==> src/rtl/down_counter_timer_pkg.sv <==
// Shared definitions for the down-counter/timer: default width and the
// FSM state encoding, kept identical to the up_counter encoding so both
// counters read the same in waveforms and debug tooling.
package down_counter_timer_pkg;

  // Default counter width, shared with up_counter
  localparam int COUNTER_WIDTH = 8;

  // FSM state encoding
  localparam logic [1:0] ST_IDLE  = 2'd0;
  localparam logic [1:0] ST_RUN   = 2'd1;
  localparam logic [1:0] ST_PAUSE = 2'd2;
  localparam logic [1:0] ST_DONE  = 2'd3;

endpackage

==> src/rtl/down_counter_timer.sv <==
// Loadable, pausable down-counter/timer. Counts a programmed value down to
// zero one step per clock, pulses done on expiry and can auto-reload to
// produce a periodic tick. All outputs are registered.
module down_counter_timer
  import down_counter_timer_pkg::*;
#(
  parameter int WIDTH = COUNTER_WIDTH
) (
  input  logic             clk,
  input  logic             reset,
  input  logic             load,
  input  logic [WIDTH-1:0] load_value,
  input  logic             start,
  input  logic             stop,
  input  logic             auto_reload,
  output logic [WIDTH-1:0] count,
  output logic             busy,
  output logic             done
);

  localparam logic [WIDTH-1:0] CountZero = '0;
  localparam logic [WIDTH-1:0] CountOne  = WIDTH'(1);

  logic [1:0]       state_q,  state_d;
  logic [WIDTH-1:0] count_q,  count_d;
  logic [WIDTH-1:0] reload_q, reload_d;
  logic             busy_q,   busy_d;
  logic             done_q,   done_d;

  // start only counts as a request when neither load nor stop outranks it
  logic startReq;
  assign startReq = start && !stop;

  // Next-state logic: load beats stop, stop beats start, and the count
  // never decrements past zero because expiry is handled at count==1.
  always_comb begin
    state_d  = state_q;
    count_d  = count_q;
    reload_d = reload_q;
    done_d   = 1'b0;

    if (load) begin
      reload_d = load_value;
      count_d  = load_value;
      state_d  = ST_IDLE;
    end else begin
      case (state_q)
        ST_IDLE, ST_PAUSE: begin
          if (startReq && (count_q != CountZero)) begin
            state_d = ST_RUN;
          end
        end
        ST_DONE: begin
          if (startReq && (reload_q != CountZero)) begin
            count_d = reload_q;
            state_d = ST_RUN;
          end
        end
        ST_RUN: begin
          if (stop) begin
            state_d = ST_PAUSE;
          end else if (count_q > CountOne) begin
            count_d = count_q - CountOne;
          end else if (auto_reload) begin
            count_d = reload_q;
            done_d  = 1'b1;
          end else begin
            count_d = CountZero;
            done_d  = 1'b1;
            state_d = ST_DONE;
          end
        end
        default: begin
          state_d = ST_IDLE;
        end
      endcase
    end

    busy_d = (state_d == ST_RUN);
  end

  // State and datapath registers; reset clears everything immediately
  always_ff @(posedge clk or negedge reset) begin
    if (!reset) begin
      state_q  <= ST_IDLE;
      count_q  <= CountZero;
      reload_q <= CountZero;
      busy_q   <= 1'b0;
      done_q   <= 1'b0;
    end else begin
      state_q  <= state_d;
      count_q  <= count_d;
      reload_q <= reload_d;
      busy_q   <= busy_d;
      done_q   <= done_d;
    end
  end

  assign count = count_q;
  assign busy  = busy_q;
  assign done  = done_q;

endmodule

==> config.mk <==
export PLATFORM = sky130hd
export DESIGN_NAME = down_counter_timer
export DESIGN_NICKNAME = d
export VERILOG_FILES = /design/src/rtl/down_counter_timer_pkg.sv /design/src/rtl/down_counter_timer.sv
export SDC_FILE = /design/constraint.sdc
export NUM_CORES = 1
export LEC_CHECK = 0
export BUFFER_PORTS_ARGS = -buffer_cell sky130_fd_sc_hd__buf_2
export CAP_MARGIN = 20
export CORE_MARGIN = 2
export CORE_UTILIZATION = 30
export CTS_CLUSTER_SIZE = 25
export DETAILED_ROUTE_END_ITERATION = 8
export PLACE_DENSITY = 0.5
export SKIP_CTS_REPAIR_TIMING = 1
export SYNTH_ARGS = -nofsm -noshare
export SYNTH_HDL_FRONTEND = slang
export SYNTH_SLANG_ARGS = --single-unit
==> constraint.sdc <==
create_clock -name clk -period 3.4 [get_ports clk]
set_input_delay 0.34 -clock clk [delete_from_list [all_inputs] [get_ports clk]]
set_output_delay 0.34 -clock clk [all_outputs]
set_load 0.1 [all_outputs]
==> results of run 1 <==
[flip-flops by register name (all words and copies together), names as in the netlist]
name and cells:
done 1, count 8, state_q 2, reload_q 8, busy 1
[power by group through the flow]
stage          logic (mW)  clock network, mW  registers (mW)
2_1_floorplan      0.0949                  0           0.403
3_3_place_gp        0.249                  0           0.304
3_5_place_dp        0.251                  0           0.305
4_1_cts             0.251              0.189           0.300
5_1_grt             0.268              0.200           0.305
6_report            0.250              0.185           0.300
[routing by layer]
metal  share of wire, %  routed length (um)  up-vias  global-route usage [%]
li1                   -                   -      496                       -
met1                 46                1360      521                    18.8
met5                  0                   0        -                       0
met4                2.0                  60        0                    6.12
met2                 47                1390       31                    24.8
met3                5.5                 163        6                    2.33
[metrics by stage]
stage | utilization, % | cells | instance area, um2 | hold WS [ns]
finish | 37.6 | 191 | 1410 | 0.0164
detailed placement | 36.1 | 187 | 1350 | 0.321
CTS | 37.6 | 191 | 1410 | 0.0360
global route | 37.6 | 191 | 1410 | 0.0606
floorplan | - | 120 | 1200 | 0.0444
global placement | 36.1 | 187 | 1350 | 0.319
[how the worst max path moves through the flow]
stage / end / start / slack [ns] / depth (start not counted)
6_report: count[3]$_DFFE_PN0P_ / count[0]$_DFFE_PN0P_ / 1.40 / 7
5_1_grt: count[3]$_DFFE_PN0P_ / count[0]$_DFFE_PN0P_ / 1.28 / 7
4_1_cts: count[3]$_DFFE_PN0P_ / count[0]$_DFFE_PN0P_ / 1.42 / 7
3_5_place_dp: count[3]$_DFFE_PN0P_ / count[0]$_DFFE_PN0P_ / 1.45 / 7
3_3_place_gp: count[7]$_DFFE_PN0P_ / count[0]$_DFFE_PN0P_ / 1.50 / 7
2_1_floorplan: count[3]$_DFFE_PN0P_ / count[0]$_DFFE_PN0P_ / 0.91 / 7
[kinds of logic after synthesis]
logic type | Yosys count | synth area share, %
AO/OA/AOI/OAI | 39 | 25.4
XOR/XNOR | 1 | 0.729
adder cells (fa/ha/maj) | 2 | 2.08
flip-flops | 20 | 41.7
buffers and inverters | 15 | 5.42
AND/OR/NAND/NOR | 37 | 19.2
multiplexers | 6 | 5.52
[cells in the mapped netlist (2+ instances only)]
master,n,area share [%]
a2111oi_2,2,2.5
a21oi_1,7,2.9
a2bb2oi_1,2,1.5
a31oi_1,4,2.1
a32o_1,2,1.7
clkbuf_1,2,0.63
dfrtp_1,20,42
ha_1,2,2.1
inv_1,11,3.4
mux2_2,5,4.7
nand2_1,8,2.5
nand3_1,2,0.83
nor2_1,8,2.5
nor2b_1,2,1.0
nor3_1,2,0.83
nor3b_1,2,1.2
nor4_1,3,1.6
nor4_2,2,2.1
o21a_1,2,1.2
o21ai_0,8,3.3
o221ai_1,2,1.5
o2bb2ai_1,3,2.2
[cell type report]
cell class	instances	area [um2]	area share, %
multi-input cells	85	636	45.2
repair buffers	23	115	8.18
inverters	11	41.3	2.93
flip-flops and latches	20	500	35.6
well taps	48	60.1	4.27
clock buffers	4	55.1	3.91
==> flow_metrics.py, run 1 <==
metrics = {
    "floorplan": {
        "die_w_um": 67.3,
        "start_util_pct": 32.1,
        "rows": 22,
        "fp.dieArea_um2": 4530,
        "fp.dieH_um": 67.3,
        "coreArea_um2": 3740,
        "ios": 24,
    },
    "drt": {
        "dr.first_iter.drc_count": 39,
        "drc": 0,
        "wl_per_cell_um": 15.6,
        "routed_wl_mm": 2.97,
        "ant_nets": 0,
        "dr.pass1.iters": 4,
        "viasPerCell": 5.52,
        "vias": 1054,
    },
    "placement": {
        "dpl.hpwl_mm": 2.22,
        "place_ws_ns": 1.45,
        "io_buffers": 23,
        "routabilityCongestion": 0.937,
    },
    "critical_path": {
        "critPathMaxStageDelay_ns": 0.43,
        "criticalPathCategory": "reg -> reg",
        "r2r_start": "count[0]$_DFFE_PN0P_",
        "r2r_cells": 7,
        "startpoint_type": "register",
        "critPathCaptureType": "register",
        "regToRegSetupSlack_ns": 1.40,
        "path_cells": "inv_1 > ha_1 > or2_4 > a31oi_4 > mux2i_1 > o311ai_1 > o21a_1",
        "crit_required_ns": 3.60,
        "critPathArrivalTime_ns": 2.20,
        "crit_path_top_delay_cell": "dfrtp_1",
        "r2r-end": "count[3]$_DFFE_PN0P_",
        "worstPathMaxFanout": 8,
        "crit_buf_inv": 1,
        "cp_top_family": "compound AO/OA/AOI/OAI gates",
    },
    "logic_synthesis": {
        "synth_warnings": 0,
        "seq_area_frac_synth_pct": 41.7,
        "synth-seq-cells": 20,
        "ys_types": 41,
        "synth-edff-count": 0,
        "async_flop_share_pct": 100,
        "synthCells": 120,
        "syn_area_um2": 1200,
        "synth.avg_cell_area_um2": 10.0,
        "ys.flop_type": "dfrtp_1",
        "syn_nets": 136,
    },
    "finish": {
        "layout_common_cells": "23 x buf_2, 20 x dfrtp_1, 11 x inv_1",
        "fin_nets": 160,
        "antenna_cells": 0,
        "nFillCells": 398,
        "layout_commonest_cell": "buf_2",
        "layout-drive-gt1-share_pct": 30.1,
        "areaGrowthSynthToFinish_pct": 17.2,
    },
    "clock_network": {
        "cts.sinks": 20,
        "cts_tree": "built",
        "clk_pin_slew_ns": 0.08,
        "cts_buffer_depth": 2,
        "cts_made_buffers": 3,
        "insertion_delay_ns": 0.26,
        "cts_root_buf": "clkbuf_8",
        "cts_max_level": 1,
    },
    "power": {
        "seq_power_share_pct": 40.8,
        "p_int_mw": 0.430,
        "switchingPower_mw": 0.306,
        "total_power_mw": 0.736,
        "p_per_area_nw_per_um2": 523,
        "clkPwrFrac_pct": 25.2,
        "netSwitchingFraction_pct": 41.6,
        "p_comb_share_pct": 34.0,
        "power_leakage_nw": 0.602,
        "ir_drop_v": 0.000210,
    },
    "timing": {
        "rsz0062_at_grt": "false",
        "slew_headroom_pct": 53.5,
        "drv_slew": 0,
        "period_minus_slack_ns": 2.00,
        "skew_ns": 0.00144,
        "fin_ws_ns": 1.40,
        "worst_slew_pin_slew_ns": 0.695,
        "post-route-period-util_pct": 58.7,
        "setup_violations": 0,
        "finalHoldViolations": 0,
        "fmax_mhz": 501,
        "tns_ns": 0,
    },
    "global_route": {
        "gr-usage-all-layers_pct": 14.7,
        "grt_max_degree": 26,
        "grt_pass1_wl_mm": 4.93,
        "grt_pass1_vias": 1027,
        "grt.overflow.total": 0,
        "antenna_found_initial": 0,
    },
    "run_status": {
        "status": "finished clean",
    },
    "worst_hold_path": {
        "hold_path_class": "in -> async",
    },
    "flow_run": {
        "maxCapViolCount": 0,
    },
}
Note: power is estimated with default switching activity, not from simulation.
==> inputs of run 2 (changes only) <==
- clock period: 3.4 -> 2 ns (I/O delays scaled with it)
==> run 2 against run 1 <==
Clock skew is 0.0050 ns higher. Register-to-register slack worse by 1.3 ns. Non-clock buffer count is 6 higher. Core utilization is 2.2 points higher. Via count is 1.7% higher. First-iteration DRC count is 18% higher. Critical path type unchanged. Routed wire length is 1.2% higher. Power is 87% higher.
==> flow_metrics.py, run 2 (synthesis results as in run 1) <==
metrics = {
    "power": {
        "ir_drop_v": 0.000373,
        "power_leakage_nw": 0.626,
        "seq_power_share_pct": 37.1,
        "total_power_mw": 1.38,
        "clkPwrFrac_pct": 30.0,
        "switchingPower_mw": 0.529,
        "netSwitchingFraction_pct": 38.4,
        "p_int_mw": 0.848,
        "p_per_area_nw_per_um2": 925,
        "p_comb_share_pct": 32.9,
    },
    "critical_path": {
        "worstPathMaxFanout": 8,
        "critPathArrivalTime_ns": 2.00,
        "crit_path_top_delay_cell": "dfrtp_4",
        "criticalPathCategory": "reg -> reg",
        "path_depth": 7,
        "cp_top_family": "simple AND/OR/NAND/NOR gates",
        "critPathLaunch": "count[0]$_DFFE_PN0P_",
        "r2r-end": "count[7]$_DFFE_PN0P_",
        "regToRegSetupSlack_ns": 0.14,
        "critPathCaptureType": "register",
        "crit_buf_inv": 1,
        "startpoint_type": "register",
        "crit_required_ns": 2.15,
        "r2r_cells": 7,
        "critPathMaxStageDelay_ns": 0.45,
        "cp-endpoint": "count[7]$_DFFE_PN0P_",
        "r2r_start": "count[0]$_DFFE_PN0P_",
        "path_cells": "inv_1 > ha_2 > or2_4 > nand4_1 > nand2_1 > a2111oi_2 > o2bb2ai_1",
    },
    "timing": {
        "slew_headroom_pct": 67.8,
        "fin_hold_ws_ns": 0.172,
        "post-route-period-util_pct": 92.8,
        "drv_slew": 0,
        "fmax_mhz": 539,
        "worst_slew_pin_slew_ns": 0.486,
        "finalHoldViolations": 0,
        "setup_violations": 0,
        "skew_ns": 0.00643,
        "rsz0062_at_grt": "false",
        "period_minus_slack_ns": 1.86,
        "fin_ws_ns": 0.143,
    },
    "clock_network": {
        "cts.sinks": 20,
        "cts_root_buf": "clkbuf_8",
        "cts_buffer_depth": 2,
        "clk_pin_slew_ns": 0.08,
        "cts_tree": "built",
        "insertion_delay_ns": 0.26,
        "cts_max_level": 1,
        "cts_made_buffers": 3,
    },
    "placement": {
        "dp.cells": 192,
        "dpl.hpwl_mm": 2.24,
        "routabilityCongestion": 0.948,
        "place_ws_ns": 0.128,
        "io_buffers": 23,
    },
    "floorplan": {
        "rows": 22,
        "ios": 24,
        "coreArea_um2": 3740,
        "die_w_um": 67.3,
        "fp.dieArea_um2": 4530,
        "start_util_pct": 32.1,
        "fp.dieH_um": 67.3,
    },
    "drt": {
        "dr.pass1.iters": 4,
        "routed_wl_mm": 3.01,
        "viasPerCell": 5.44,
        "drc": 0,
        "ant_nets": 0,
        "wl_per_cell_um": 15.3,
        "dr.first_iter.drc_count": 46,
        "vias": 1072,
    },
    "global_route": {
        "grt_max_degree": 26,
        "antenna_found_initial": 0,
        "grt_pass1_wl_mm": 5.01,
        "gr-usage-all-layers_pct": 15.1,
        "grt.overflow.total": 0,
        "grt_pass1_vias": 1007,
    },
    "finish": {
        "layout_commonest_cell": "buf_2",
        "layoutNonFillerInstCount": 197,
        "areaGrowthSynthToFinish_pct": 24.0,
        "layout_common_cells": "23 x buf_2, 12 x dfrtp_1, 10 x inv_1",
        "fin_nets": 166,
        "nFillCells": 396,
        "layout-drive-gt1-share_pct": 38.9,
        "antenna_cells": 0,
    },
    "worst_hold_path": {
        "hold_path_class": "in -> reg",
    },
    "flow_run": {
        "maxCapViolCount": 0,
    },
    "run_status": {
        "status": "finished clean",
    },
}
## run 2: per-layer routing
metal	track usage [%]	share of wire, %	vias to the layer above
met4	6.63	1.5	0
met3	2.17	5.4	5
li1	-	-	511
met1	21.1	47	519
met5	0	0	-
met2	23.0	46	37
## run 2: how the worst min path moves through the flow
stage                     start                      end  slack [ns]  depth (start not counted)
after floorplan           reset           busy$_DFF_PN0_        -0.1                          0
after global placement    reset  reload_q[0]$_DFFE_PN0P_        0.18                          1
after detailed placement  reset     count[0]$_DFFE_PN0P_        0.19                          1
after CTS                 reset  reload_q[5]$_DFFE_PN0P_       -0.11                          1
after global routing       stop           done$_DFF_PN0_        0.18                          2
final                      stop           done$_DFF_PN0_        0.17                          2
## run 2: power groups by stage
stage               Combinational, mW  Sequential (mW)  Clock [mW]
floorplan                       0.162            0.694           0
global placement                0.449            0.518           0
detailed placement              0.452            0.519           0
CTS                             0.454            0.511       0.421
global route                    0.486            0.519       0.437
finish                          0.453            0.510       0.413
## run 2: cell type report
cell class	count	area, um2	share of cell area (%)
sequential	20	515	34.6
clock inverter	1	30.0	2.02
inverter	11	41.3	2.77
timing repair buffer	29	163	10.9
multi-input combinational	85	638	42.9
clock buffer	3	41.3	2.77
tap	48	60.1	4.03
## run 2: through the flow
| stage | util [%] | TNS, ns | instance area [um2] |
|---|---|---|---|
| after floorplan | - | -0.0148 | 1220 |
| after global placement | 37.6 | 0 | 1410 |
| after detailed placement | 37.6 | 0 | 1410 |
| after CTS | 39.5 | 0 | 1480 |
| after global routing | 39.8 | 0 | 1490 |
| final | 39.8 | 0 | 1490 |
==> inputs of run 3 (changes only) <==
- ABC_AREA: not set -> 1
- PLACE_DENSITY: 0.5 -> 0.49
==> run 3 against run 2 <==
Via count is 12% higher. Hold slack worse by 0.0047 ns. Critical path type unchanged. Clock power is 2% higher. First-iteration DRC count stayed put. Highest routed layer unchanged. Critical path depth is 5 higher.
==> flow_metrics.py, run 3 <==
metrics = {
    "drt": {
        "wl_per_cell_um": 12.8,
        "dr.first_iter.drc_count": 46,
        "drc": 0,
        "routed_wl_mm": 3.37,
        "dr.pass1.iters": 4,
        "vias": 1200,
        "viasPerCell": 4.58,
        "ant_nets": 0,
    },
    "timing": {
        "worst_slew_pin_slew_ns": 0.489,
        "fmax_mhz": 600,
        "finalHoldViolations": 0,
        "post-route-period-util_pct": 83.3,
        "skew_ns": 0.00716,
        "period_minus_slack_ns": 1.67,
        "fin_ws_ns": 0.334,
        "setup_violations": 0,
        "drv_slew": 0,
        "rsz0062_at_grt": "false",
        "slew_headroom_pct": 67.4,
        "tns_ns": 0,
    },
    "power": {
        "p_per_area_nw_per_um2": 896,
        "p_int_mw": 0.837,
        "power_leakage_nw": 0.840,
        "netSwitchingFraction_pct": 41.7,
        "clkPwrFrac_pct": 29.5,
        "switchingPower_mw": 0.599,
        "seq_power_share_pct": 35.2,
        "p_comb_share_pct": 35.3,
        "ir_drop_v": 0.000287,
    },
    "global_route": {
        "use_met1_pct": 19.4,
        "top_usage_layer": "met2",
        "grt.overflow.total": 0,
        "antenna_found_initial": 0,
        "grt_pass1_vias": 1168,
        "grtUsageMet3_pct": 1.85,
        "grt_util_met2_pct": 22.1,
        "grt_pass1_wl_mm": 5.54,
        "gr-usage-all-layers_pct": 14.1,
        "grt_max_degree": 21,
    },
    "critical_path": {
        "crit_required_ns": 2.22,
        "crit_path_top_delay_cell": "dfrtp_2",
        "cp_top_family": "simple AND/OR/NAND/NOR gates",
        "r2r_cells": 12,
        "crit_buf_inv": 2,
        "worstPathMaxFanout": 6,
        "regToRegSetupSlack_ns": 0.33,
        "critPathArrivalTime_ns": 1.89,
        "criticalPathCategory": "reg -> reg",
        "critPathMaxStageDelay_ns": 0.45,
        "critPathCaptureType": "register",
        "path_depth": 12,
        "startpoint_type": "register",
        "path_cells": "inv_1 > ha_1 > nor2_1 > nor2_2 > nand2_4 > nand2_4 > nand2_4 > nand2_1 > nand2_1 > nand3_1 > nand2_1 > inv_1",
    },
    "floorplan": {
        "fp.dieH_um": 70.9,
        "coreArea_um2": 4320,
        "die_w_um": 70.9,
        "rows": 24,
        "start_util_pct": 31.0,
        "ios": 24,
        "fp.dieArea_um2": 5020,
    },
    "placement": {
        "dpl.hpwl_mm": 2.58,
        "dp.cells": 257,
        "place_ws_ns": 0.335,
        "io_buffers": 23,
        "post_dp_cell_area_um2": 1520,
        "routabilityCongestion": 0.822,
    },
    "finish": {
        "areaGrowthSynthToFinish_pct": 19.5,
        "finalInstanceArea_um2": 1600,
        "antenna_cells": 0,
        "fin_nets": 227,
        "layout_common_cells": "52 x nand2_1, 23 x buf_2, 22 x inv_1",
        "layoutNonFillerInstCount": 262,
        "layout_commonest_cell": "nand2_1",
        "layout-drive-gt1-share_pct": 26.2,
    },
    "clock_network": {
        "cts_made_buffers": 3,
        "clk_pin_slew_ns": 0.09,
        "cts_root_buf": "clkbuf_8",
        "cts_tree": "built",
        "cts_buffer_depth": 2,
        "insertion_delay_ns": 0.27,
        "cts.sinks": 20,
        "cts_max_level": 1,
    },
    "worst_hold_path": {
        "min_path_cells": 3,
        "hold_path_class": "in -> reg",
    },
    "logic_synthesis": {
        "synthTopCellsByArea": "dfrtp_1 37%, nand2_1 15%, nand3_1 6.7%",
        "synthCells": 183,
        "syn_nets": 199,
        "synthMuxAreaShare_pct": 0,
        "synth.avg_cell_area_um2": 7.33,
        "synthTopCellsByCount": "52 x nand2_1, 22 x inv_1, 20 x dfrtp_1",
        "synth_top_family_by_area": "simple AND/OR/NAND/NOR gates",
        "synthAdderAreaFrac_pct": 1.87,
        "yosysTopAreaCellShare_pct": 37.3,
        "synth_warnings": 0,
        "seq_area_frac_synth_pct": 37.3,
        "synth-compound-area-share_pct": 12.6,
        "async_flop_share_pct": 100,
        "synthSimpleGateAreaFrac_pct": 39.3,
        "yosys.area.top_type": "dfrtp_1",
        "ys_types": 25,
        "ys.flop_type": "dfrtp_1",
        "synth-seq-cells": 20,
        "synth.most_common_cell": "nand2_1",
        "syn_area_um2": 1340,
        "synth_xor_xnor_area_share_pct": 0.653,
        "synth-edff-count": 0,
    },
    "flow_run": {
        "maxCapViolCount": 0,
    },
    "run_status": {
        "status": "finished clean",
    },
}
==> run 3: layout make-up <==
cell class / count / area [um2]
Inverter: 27 / 101
Multi-Input combinational cell: 134 / 729
Tap cell: 52 / 65.1
Timing Repair Buffer: 25 / 133
Clock inverter: 1 / 30.0
Sequential cell: 20 / 503
Clock buffer: 3 / 41.3
Fill cell: 493 / 2720
==> run 3: worst paths after layout <==
check / endpoint / from
max: count[5]$_DFFE_PN0P_ / count[0]$_DFFE_PN0P_
min: reload_q[4]$_DFFE_PN0P_ / load_value[4]
max reg2reg: count[5]$_DFFE_PN0P_ / count[0]$_DFFE_PN0P_
min reg2reg: reload_q[5]$_DFFE_PN0P_ / reload_q[5]$_DFFE_PN0P_
max in group asynchronous: count[1]$_DFFE_PN0P_ / reset
min in group asynchronous: reload_q[4]$_DFFE_PN0P_ / reset
==> run 3: per-layer routing <==
layer / up-vias / wire (um)
met5: - / 0
met4: 0 / 54
met3: 4 / 105
met2: 29 / 1480
met1: 540 / 1730
li1: 627 / -
==> run 3: power groups by stage <==
stage	Sequential, mW	Clock (mW)	Combinational [mW]
after floorplan	0.700	0	0.214
final	0.505	0.423	0.507
after detailed placement	0.514	0	0.510
after CTS	0.506	0.435	0.511
after global placement	0.513	0	0.513
after global routing	0.514	0.452	0.550
==> run 3: kinds of logic (layout without fill, tap and decap cells) <==
logic type                 count (synthesis)  in the layout
AOI/OAI and AO/OA                         25             25
xor gates and xnor gates                   1              1
adders and majority gates                  2              2
buffers and inverters                     29             56
DFF                                       20             20
and+or+nand+nor                          106            106
==> run 3: metrics by stage <==
stage | hold slack, ns | total power [mW] | util [%]
after floorplan | -0.0956 | 0.914 | -
after global placement | 0.197 | 1.03 | 35.2
after detailed placement | 0.196 | 1.02 | 35.2
after CTS | -0.104 | 1.45 | 36.8
after global routing | 0.171 | 1.52 | 37.1
final | 0.167 | 1.44 | 37.1
==> run 3: worst register-to-register path, stage by stage, from the launching register on <==
cell and delay (ns):
dfrtp_2 0.45, inv_1 0.08, ha_1 0.27, nor2_1 0.10, nor2_2 0.18, nand2_4 0.09, nand2_4 0.11, nand2_4 0.07
nand2_1 0.06, nand2_1 0.07, nand3_1 0.07, nand2_1 0.05, inv_1 0.04
